[config.mk]
export PLATFORM = sky130hd
export DESIGN_NAME = letc_core_icache_flat
export DESIGN_NICKNAME = d
export VERILOG_FILES = /design/src/rtl/letc_core_icache_if.sv /design/src/rtl/letc_core_icache.sv /design/src/flat_wrapper.sv
export SDC_FILE = /design/constraint.sdc
export NUM_CORES = 2
export LEC_CHECK = 0
export BUFFER_PORTS_ARGS = -buffer_cell sky130_fd_sc_hd__buf_2
export CORE_ASPECT_RATIO = 0.5
export CORE_MARGIN = 5
export CORE_UTILIZATION = 40
export CTS_BUF_LIST = sky130_fd_sc_hd__clkbuf_4
export DETAILED_ROUTE_END_ITERATION = 7
export GPL_ROUTABILITY_DRIVEN = 0
export RECOVER_POWER = 100
export SLEW_MARGIN = 20
export SYNTH_ARGS = -nofsm -noshare
export SYNTH_HDL_FRONTEND = slang
export SYNTH_SLANG_ARGS = --single-unit
export TNS_END_PERCENT = 10
[constraint.sdc]
create_clock -name clk -period 3.4 [get_ports clk]
set_input_delay 0.34 -clock clk [delete_from_list [all_inputs] [get_ports clk]]
set_output_delay 0.34 -clock clk [all_outputs]
set_load 0.05 [all_outputs]
[src/rtl/letc_core_icache_if.sv]
// Fetch-side request/response, flush and backing word-read signals of the instruction cache.
// The slave modport is the cache's view; master is the core/memory side that drives it.
interface letc_core_icache_if;
    logic        i_imem_req_valid;
    logic [31:0] i_imem_req_addr;
    logic        o_imem_rsp_ready;
    logic [31:0] o_imem_rsp_data;
    logic        o_imem_rsp_illegal;
    logic        i_flush;
    logic        o_mem_req_valid;
    logic [31:0] o_mem_req_addr;
    logic        i_mem_rsp_ready;
    logic [31:0] i_mem_rsp_data;
    logic        i_mem_rsp_illegal;

    modport slave (
        input  i_imem_req_valid,
        input  i_imem_req_addr,
        output o_imem_rsp_ready,
        output o_imem_rsp_data,
        output o_imem_rsp_illegal,
        input  i_flush,
        output o_mem_req_valid,
        output o_mem_req_addr,
        input  i_mem_rsp_ready,
        input  i_mem_rsp_data,
        input  i_mem_rsp_illegal
    );

    modport master (
        output i_imem_req_valid,
        output i_imem_req_addr,
        input  o_imem_rsp_ready,
        input  o_imem_rsp_data,
        input  o_imem_rsp_illegal,
        output i_flush,
        input  o_mem_req_valid,
        input  o_mem_req_addr,
        output i_mem_rsp_ready,
        output i_mem_rsp_data,
        output i_mem_rsp_illegal
    );
endinterface

[src/rtl/letc_core_icache.sv]
// Direct-mapped read-only instruction cache: combinational hits, whole-line refill from a
// backing word port, one-shot illegal response on misalignment or backing fault.
module letc_core_icache #(
    parameter int unsigned NUM_LINES  = 16,
    parameter int unsigned LINE_WORDS = 4
) (
    input logic               clk,
    input logic               rst,
    letc_core_icache_if.slave bus
);
    localparam int unsigned OFS_W = $clog2(LINE_WORDS);
    localparam int unsigned IDX_W = $clog2(NUM_LINES);
    localparam int unsigned TAG_W = 30 - OFS_W - IDX_W;

    typedef enum logic [1:0] {StIdle, StRefill, StFault} state_e;

    state_e           state_q, state_d;
    logic [OFS_W-1:0] beat_q, beat_d;
    logic             flush_pending_q, flush_pending_d;
    logic [IDX_W-1:0] miss_idx_q, miss_idx_d;
    logic [TAG_W-1:0] miss_tag_q, miss_tag_d;
    logic [NUM_LINES-1:0] valid_q, valid_d;

    // Tag and data arrays carry no reset; only the valid bits do.
    logic [TAG_W-1:0] tag_q  [NUM_LINES];
    logic [31:0]      data_q [NUM_LINES*LINE_WORDS];
    logic             tag_we;
    logic             data_we;

    logic [OFS_W-1:0] req_ofs;
    logic [IDX_W-1:0] req_idx;
    logic [TAG_W-1:0] req_tag;
    logic             req_misaligned;
    logic             req_hit;
    logic [31:0]      hit_word;

    assign req_ofs        = bus.i_imem_req_addr[OFS_W+1:2];
    assign req_idx        = bus.i_imem_req_addr[IDX_W+OFS_W+1:OFS_W+2];
    assign req_tag        = bus.i_imem_req_addr[31:IDX_W+OFS_W+2];
    assign req_misaligned = bus.i_imem_req_addr[1:0] != 2'b00;
    assign req_hit        = valid_q[req_idx] && (tag_q[req_idx] == req_tag);
    assign hit_word       = data_q[{req_idx, req_ofs}];

    always_comb begin
        state_d                = state_q;
        beat_d                 = beat_q;
        flush_pending_d        = flush_pending_q;
        miss_idx_d             = miss_idx_q;
        miss_tag_d             = miss_tag_q;
        valid_d                = valid_q;
        tag_we                 = 1'b0;
        data_we                = 1'b0;
        bus.o_imem_rsp_ready   = 1'b0;
        bus.o_imem_rsp_data    = '0;
        bus.o_imem_rsp_illegal = 1'b0;
        bus.o_mem_req_valid    = 1'b0;
        bus.o_mem_req_addr     = '0;

        unique case (state_q)
            StIdle: begin
                if (bus.i_imem_req_valid) begin
                    if (req_misaligned) begin
                        bus.o_imem_rsp_ready   = 1'b1;
                        bus.o_imem_rsp_illegal = 1'b1;
                    end else if (req_hit) begin
                        bus.o_imem_rsp_ready = 1'b1;
                        bus.o_imem_rsp_data  = hit_word;
                    end else begin
                        // Line is invalidated up front so a faulted refill cannot leave a
                        // valid line holding partially overwritten data.
                        miss_idx_d       = req_idx;
                        miss_tag_d       = req_tag;
                        beat_d           = '0;
                        valid_d[req_idx] = 1'b0;
                        state_d          = StRefill;
                    end
                end
            end
            StRefill: begin
                bus.o_mem_req_valid = 1'b1;
                bus.o_mem_req_addr  = {miss_tag_q, miss_idx_q, beat_q, 2'b00};
                if (bus.i_flush) begin
                    flush_pending_d = 1'b1;
                end
                if (bus.i_mem_rsp_ready) begin
                    if (bus.i_mem_rsp_illegal) begin
                        state_d         = StFault;
                        beat_d          = '0;
                        flush_pending_d = 1'b0;
                    end else begin
                        data_we = 1'b1;
                        beat_d  = beat_q + 1'b1;
                        // LINE_WORDS is a power of two, so the last beat is all ones.
                        if (&beat_q) begin
                            state_d         = StIdle;
                            flush_pending_d = 1'b0;
                            if (!flush_pending_q && !bus.i_flush) begin
                                valid_d[miss_idx_q] = 1'b1;
                                tag_we              = 1'b1;
                            end
                        end
                    end
                end
            end
            StFault: begin
                bus.o_imem_rsp_ready   = 1'b1;
                bus.o_imem_rsp_illegal = 1'b1;
                state_d                = StIdle;
            end
            default: state_d = StIdle;
        endcase

        if (bus.i_flush) begin
            valid_d = '0;
        end

        if (rst) begin
            bus.o_imem_rsp_ready   = 1'b0;
            bus.o_imem_rsp_data    = '0;
            bus.o_imem_rsp_illegal = 1'b0;
        end
    end

    always_ff @(posedge clk) begin
        if (rst) begin
            state_q         <= StIdle;
            beat_q          <= '0;
            flush_pending_q <= 1'b0;
            miss_idx_q      <= '0;
            miss_tag_q      <= '0;
            valid_q         <= '0;
        end else begin
            state_q         <= state_d;
            beat_q          <= beat_d;
            flush_pending_q <= flush_pending_d;
            miss_idx_q      <= miss_idx_d;
            miss_tag_q      <= miss_tag_d;
            valid_q         <= valid_d;
        end
    end

    always_ff @(posedge clk) begin
        if (!rst && data_we) begin
            data_q[{miss_idx_q, beat_q}] <= bus.i_mem_rsp_data;
        end
        if (!rst && tag_we) begin
            tag_q[miss_idx_q] <= miss_tag_q;
        end
    end
endmodule

[src/flat_wrapper.sv]
// flat-port wrapper written by rule: the top's interface ports become plain ports
module letc_core_icache_flat 
#(
    parameter int unsigned NUM_LINES  = 16,
    parameter int unsigned LINE_WORDS = 4
)
  (clk, rst, bus_i_imem_req_valid, bus_i_imem_req_addr, bus_o_imem_rsp_ready, bus_o_imem_rsp_data, bus_o_imem_rsp_illegal, bus_i_flush, bus_o_mem_req_valid, bus_o_mem_req_addr, bus_i_mem_rsp_ready, bus_i_mem_rsp_data, bus_i_mem_rsp_illegal);
  letc_core_icache_if bus_i ();
  input logic clk;
  input logic rst;
  input wire logic [$bits(bus_i.i_imem_req_valid)-1:0] bus_i_imem_req_valid;
  input wire logic [$bits(bus_i.i_imem_req_addr)-1:0] bus_i_imem_req_addr;
  output wire logic [$bits(bus_i.o_imem_rsp_ready)-1:0] bus_o_imem_rsp_ready;
  output wire logic [$bits(bus_i.o_imem_rsp_data)-1:0] bus_o_imem_rsp_data;
  output wire logic [$bits(bus_i.o_imem_rsp_illegal)-1:0] bus_o_imem_rsp_illegal;
  input wire logic [$bits(bus_i.i_flush)-1:0] bus_i_flush;
  output wire logic [$bits(bus_i.o_mem_req_valid)-1:0] bus_o_mem_req_valid;
  output wire logic [$bits(bus_i.o_mem_req_addr)-1:0] bus_o_mem_req_addr;
  input wire logic [$bits(bus_i.i_mem_rsp_ready)-1:0] bus_i_mem_rsp_ready;
  input wire logic [$bits(bus_i.i_mem_rsp_data)-1:0] bus_i_mem_rsp_data;
  input wire logic [$bits(bus_i.i_mem_rsp_illegal)-1:0] bus_i_mem_rsp_illegal;
  assign bus_i.i_imem_req_valid = bus_i_imem_req_valid;
  assign bus_i.i_imem_req_addr = bus_i_imem_req_addr;
  assign bus_o_imem_rsp_ready = bus_i.o_imem_rsp_ready;
  assign bus_o_imem_rsp_data = bus_i.o_imem_rsp_data;
  assign bus_o_imem_rsp_illegal = bus_i.o_imem_rsp_illegal;
  assign bus_i.i_flush = bus_i_flush;
  assign bus_o_mem_req_valid = bus_i.o_mem_req_valid;
  assign bus_o_mem_req_addr = bus_i.o_mem_req_addr;
  assign bus_i.i_mem_rsp_ready = bus_i_mem_rsp_ready;
  assign bus_i.i_mem_rsp_data = bus_i_mem_rsp_data;
  assign bus_i.i_mem_rsp_illegal = bus_i_mem_rsp_illegal;
  letc_core_icache #(.NUM_LINES(NUM_LINES), .LINE_WORDS(LINE_WORDS)) u_core (.clk(clk), .rst(rst), .bus(bus_i));
endmodule
After elaboration in Yosys (flattened, before gate mapping)
Memories as Yosys holds them, arrays and structs flattened.
Cells that the tools add are included.
{"block": "word_totals", "word_cells": 106, "ram_bits": 2432, "register_bits": 49, "input_bits": 70, "n_memories": 2}
{"block": "op_classes", "eq_ne": 11, "n_mux": 59, "n_addsub": 1, "order_cmp": 4, "n_reduce_logical": 18, "bitwise": 5}
{"memory": "u_core.data_q", "words": 64, "width": 32, "read_ports": 1, "rd_clocked_by_memory_dff": 0, "write_ports": 1, "line": "letc_core_icache.sv:26", "text": "logic [31:0] data_q [NUM_LINES*LINE_WORDS];"}
{"memory": "u_core.tag_q", "words": 16, "width": 24, "read_ports": 1, "rd_clocked_by_memory_dff": 0, "write_ports": 1, "line": "letc_core_icache.sv:25", "text": "logic [TAG_W-1:0] tag_q [NUM_LINES];"}
{"cell": "$mux 32", "n": 6}
{"cell": "$mux 16", "n": 7}
{"cell": "$pmux 16 s2", "n": 1}
{"cell": "$mux 1", "n": 27}
{"cell": "$eq 24x24->1", "n": 1}
{"cell": "$mux 2", "n": 11}
{"cell": "$and 16x16->16", "n": 1}
{"cell": "$not 16->16", "n": 1}
{"cell": "$or 16x16->16", "n": 1}
{"cell": "$lt 4x5->1 const B", "n": 2}
{"cell": "$ne 2x2->1 const B", "n": 5}
{"cell": "$reduce_and 5->1", "n": 2}
{"cell": "$demux 1 s4", "n": 2}
{"cell": "$ge 4x1->1 const B", "n": 2}
{"cell": "$pmux 2 s2", "n": 2}
{"cell": "$reduce_and 8->1", "n": 1}
{"cell": "$logic_and 1x1->1", "n": 6}
{"cell": "$bmux 1 s4", "n": 1}
{"cell": "$ne 2x1->1 const B", "n": 2}
{"cell": "$pmux 1 s2", "n": 2}
{"cell": "$reduce_and 4->1", "n": 1}
{"cell": "$reduce_bool 2->1", "n": 2}
{"cell": "$logic_not 1->1", "n": 3}
{"cell": "$ne 3x2->1 const B", "n": 1}
{"cell": "7 further kinds", "n": 8}

Depth between registers and ports, before layout
{"block": "depth", "word_depth": 10, "mapped_depth": 16}

Worst setup path after synthesis
Ideal clock, no wire load.
{"block": "synth_timing", "path_type": "input to output", "from": "in bus_i_imem_req_addr[6]", "to": "out bus_o_imem_rsp_data[24]", "arrival_time_ns": 4.916, "path_buffers": 5, "path_stages": 11, "path_slack_ns": -1.856, "cell_sequence": "buf_4 buf_4 buf_2 buf_4 buf_2 mux2i_1 xnor2_1 or4_1 a21oi_1 nand4_1 a2111oi_0"}
{"block": "synth_between", "elab_chain_len": 8, "elab_cells_between_ends": 11, "cone_classes": "eq/ne: 1; mux: 7; reduce/logical: 1; memory: 2"}
{"element": "start: declaration", "line": "flat_wrapper.sv:12", "text": "input wire logic [$bits(bus_i.i_imem_req_addr)-1:0] bus_i_imem_req_addr;"}
{"element": "$mem_v2 16x24 or $bmux 1 s4 (tied branches)"}
{"element": "$eq 24x24->1 or $mux 1 (tied branches)", "line": "letc_core_icache.sv:41", "text": "assign req_hit = valid_q[req_idx] && (tag_q[req_idx] == req_tag);"}
{"element": "$logic_and 1x1->1", "line": "letc_core_icache.sv:41"}
{"element": "$mux 32 *", "line": "letc_core_icache.sv:65", "text": "end else if (req_hit) begin"}
{"element": "$mux 32 *", "line": "letc_core_icache.sv:62", "text": "if (req_misaligned) begin"}
{"element": "$mux 32 *", "line": "letc_core_icache.sv:61", "text": "if (bus.i_imem_req_valid) begin"}
{"element": "$mux 32 *", "line": "letc_core_icache.sv:59", "text": "unique case (state_q)"}
{"element": "$mux 32 *", "line": "letc_core_icache.sv:117", "text": "if (rst) begin"}
{"element": "end: declaration", "line": "flat_wrapper.sv:14", "text": "output wire logic [$bits(bus_i.o_imem_rsp_data)-1:0] bus_o_imem_rsp_data;"}
Every way passes the cells marked *; elsewhere a longest branch is shown, timed or not. The select of a mux whose other input is x is not followed.

Final worst setup path
{"block": "layout_timing", "from": "mem u_core.tag_q[11][14] (netlist bit)", "to": "out bus_o_imem_rsp_data[27]"}
{"block": "layout_between", "elab_chain_len": 8}
{"element": "start: declaration", "line": "letc_core_icache.sv:25"}
{"element": "$mem_v2 16x24"}
{"element": "$eq 24x24->1", "line": "letc_core_icache.sv:41"}
{"element": "$logic_and 1x1->1", "line": "letc_core_icache.sv:41"}
{"element": "$mux 32", "line": "letc_core_icache.sv:65"}
{"element": "$mux 32", "line": "letc_core_icache.sv:62"}
{"element": "$mux 32", "line": "letc_core_icache.sv:61"}
{"element": "$mux 32", "line": "letc_core_icache.sv:59"}
{"element": "$mux 32", "line": "letc_core_icache.sv:117"}
No other way between the ends.

==> results.cfg <==
[global_route]
grt_max_degree = 70
antenna_found_initial = 21
overflow = 0
grt_pass1_wl_um = 389200
grt_pass1_vias = 53128
track_usage_pct = 21.70

[synthesis]
yosysSeqAreaShare_pct = 76.98
netlist_instances = 4373
synthesis.area_mm2 = 0.09614
synth_edf_count = 2432
yosysWarnings = 0
ys_types = 66
synth_top_area_share_pct = 75.96
ys_ff_latch = 2481
synth-main-ff-cell = edfxtp_1
synthArstFlopShare_pct = 0
synth_area_leader_cell = edfxtp_1
ys_top_cells_by_area = edfxtp_1 76%, mux4_2 15%, mux2i_1 1.4%
synth_area_per_cell_um2 = 21.99

[power]
ir_drop_v = 0.0002457
p_per_area_mw_per_mm2 = 537.2
power_uw = 61000
p_leak_uw = 0.03687

[worst_setup_path]
cp-start-kind = flip-flop
crit_arrival_ns = 4.39
max_stage_delay_ns = 0.50
slowest_stage = mux4_2
required_ns = 3.06
path_class = reg2out
crit_path_cell_trace = mux4_2, nor3b_1, or4_1, o211ai_2, nand3_1, nor3_2, nand4_1, buf_6, buf_12, buf_12, buf_16, nor3_4, buf_12
crit_top_cell = buf_12
crit_buf_inv = 5
cp_max_fo = 5
worstSetupEndpointType = output port
critPathTopFamily = simple AND/OR/NAND/NOR gates

[timing]
max_freq_mhz = 211.2
worst_slew_pin_slew_ns = 3.102
period_share_pct = 139.3
rsz0062_at_grt = yes
clock-skew-final_ns = 0.1244
finalHoldViolations = 0
slew_viol_final = 1985
slew_headroom_pct = -106.8
setup_viol_count_final = 118
setup_ws_ns = -1.335
post-route-min-period_ns = 4.735

[floorplanning]
core-area_mm2 = 0.2395
die-height_um = 356.7
rows = 127
start_util_pct = 40.15
boundaryPins = 137
die_area_mm2 = 0.2509
die_w_um = 703.3

[clocking]
cts_tree = done
insertion_delay_ns = 1.23
clock_sinks = 2481
cts_made_buffers = 582
cts_buffer_depth = 4
ctsRootBufferMaster = clkbuf_4
clk_pin_slew_ns = 0.08
cts-htree-levels = 6

[place]
io_buffers = 134
pre_cts_slack_ns = -0.7612
post-dp-hpwl_um = 159800

[drt]
dr_wl_met3_um = 31280
vias_per_cell = 5.792
drtIter0Drc = 6746
wire_per_inst_um = 30.47
wl_met1_um = 112900
drc_errors = 0
highest_layer = met5
drt-total-wl_um = 275200
via_count = 52323
dr_wl_met2_um = 123800
drt_pre_antenna_iters = 5
ant_nets = 0

[status]
violations = max-capacitance violations, max-slew violations, negative setup slack
status = finished, violations left

[run]
max-cap-violations = 32

[cells_and_area]
drive_gt1_share_pct = 39.35
area_growth_pct = 18.12
layout.nets = 5472

[min_path]
hold_class = in2reg
==> path summary, 6_finish.rpt <==
kind	from	end	slack, ns	depth (start not counted)
max reg2reg	u_core.state_q[1]$_SDFFE_PP0P_	u_core.data_q[27][7]$_DFFE_PP_	-0.16	6
max	u_core.tag_q[11][14]$_DFFE_PP_	bus_o_imem_rsp_data[27]	-1.33	13
min reg2reg	u_core.beat_q[0]$_SDFFE_PP0P_	u_core.beat_q[0]$_SDFFE_PP0P_	0.56	2
min	bus_i_imem_req_addr[12]	u_core.miss_tag_q[4]$_SDFFE_PP0P_	0.15	5
==> per-layer routing <==
metal,GRT usage (%),vias up
li1,-,21003
met1,31.27,27671
met2,32.74,3156
met3,5.720,489
met4,6.166,4
met5,0,-
==> power breakdown <==
part	switching, uW	total, uW	internal, uW
logic	1890	3310	1420
registers	123	33700	33600
clock network	11600	24000	12400
==> cells in the final DEF (no fill, tap or decap), types with 10 or more instances in the layout <==
master	n
dlygate4sd3_1	81
xnor2_1	26
inv_2	18
o311ai_2	17
nor3_4	23
a21oi_1	20
o22ai_1	88
mux4_2	631
o21ai_0	70
nand2_1	89
nor2_4	51
o311ai_1	11
clkinv_1	89
buf_4	273
and3_1	26
nand2b_1	10
buf_6	22
buf_2	62
nor2_2	11
clkbuf_4	878
a211oi_1	10
mux2i_1	139
clkbuf_2	76
a22oi_1	34
dfxtp_1	48
nand3_1	13
nor2_1	83
edfxtp_1	2432
a221oi_1	12
a2bb2oi_1	28
nor3_1	22
bufinv_16	13
buf_12	94
mux2_2	53
a31oi_1	14
clkbuf_1	51
nor2b_1	10
and2_1	34
==> cells by family after synthesis <==
family / after synthesis / synth area share, %
and+or+nand+nor: 423 / 2.104
muxes: 824 / 16.86
buffers and inverters: 263 / 1.261
adders and majority gates: 1 / 0.01301
other: 1 / 0.003900
xor gates and xnor gates: 31 / 0.2824
DFF: 2481 / 76.98
AOI/OAI and AO/OA: 349 / 2.494
==> tightest hold or removal path, stage by stage <==
cell	delay, ns
dlygate4sd3_1	0.52
buf_2	0.15
and3_1	0.18
o21ai_0	0.09
o311ai_1	0.06
==> synth_stat cells (13+ instances only) <==
library cell  number
dfxtp_1           49
mux2i_1          139
clkbuf_1         139
nor2_1           144
nor3_1            46
mux4_2           631
buf_2             62
a31oi_1           15
xnor2_1           27
and3_1            26
edfxtp_1        2432
nand2_1           91
nand3_1           13
o22ai_1           88
o311ai_1          28
a22oi_1           34
and2_1            37
buf_1             31
mux2_2            53
o21ai_0           71
a2bb2oi_1         28
a21oi_1           22
==> layout make-up <==
| cell class | count | area, um2 |
|---|---|---|
| repair buffers | 698 | 6275 |
| diodes | 9 | 22.52 |
| fillers | 19871 | 125900 |
| inverters | 8 | 32.53 |
| multi-input cells | 1630 | 21930 |
| well taps | 3225 | 4035 |
| clock inverters | 133 | 882.1 |
| flip-flops and latches | 2481 | 74010 |
| clock buffers | 849 | 6374 |
==> per-stage QoR <==
step	instances	TNS [ns]	instance area, um2	util, %	hold slack, ns
2_1_floorplan	4374	-5.132	96630	-	0.4389
3_3_place_gp	7939	-31.97	105900	44.23	0.4727
3_5_place_dp	7941	-32.56	106000	44.25	0.4939
4_1_cts	9020	-42.32	114300	47.74	0.002330
5_1_grt	9029	-71.40	113600	47.42	0.08685
6_report	9033	-45.01	113600	47.42	0.1491
==> repair_timing <==
item	CTS	global route
resized for setup	31	30
hold endpoints to repair	2097	0
gates cloned	2	0
hold buffers	81	0
endpoints found under the setup margin	58	97
buffers inserted	14	2
pin swaps	16	16
==> flip-flops by register name, indices dropped and copies added, names as in the netlist <==
register and flops:
u_core.tag_q 384, u_core.beat_q 2, u_core.valid_q 16, u_core.miss_tag_q 24, u_core.miss_idx_q 4, u_core.flush_pending_q 1, u_core.data_q 2048, u_core.state_q 2
(Power assumes the default switching activity.)
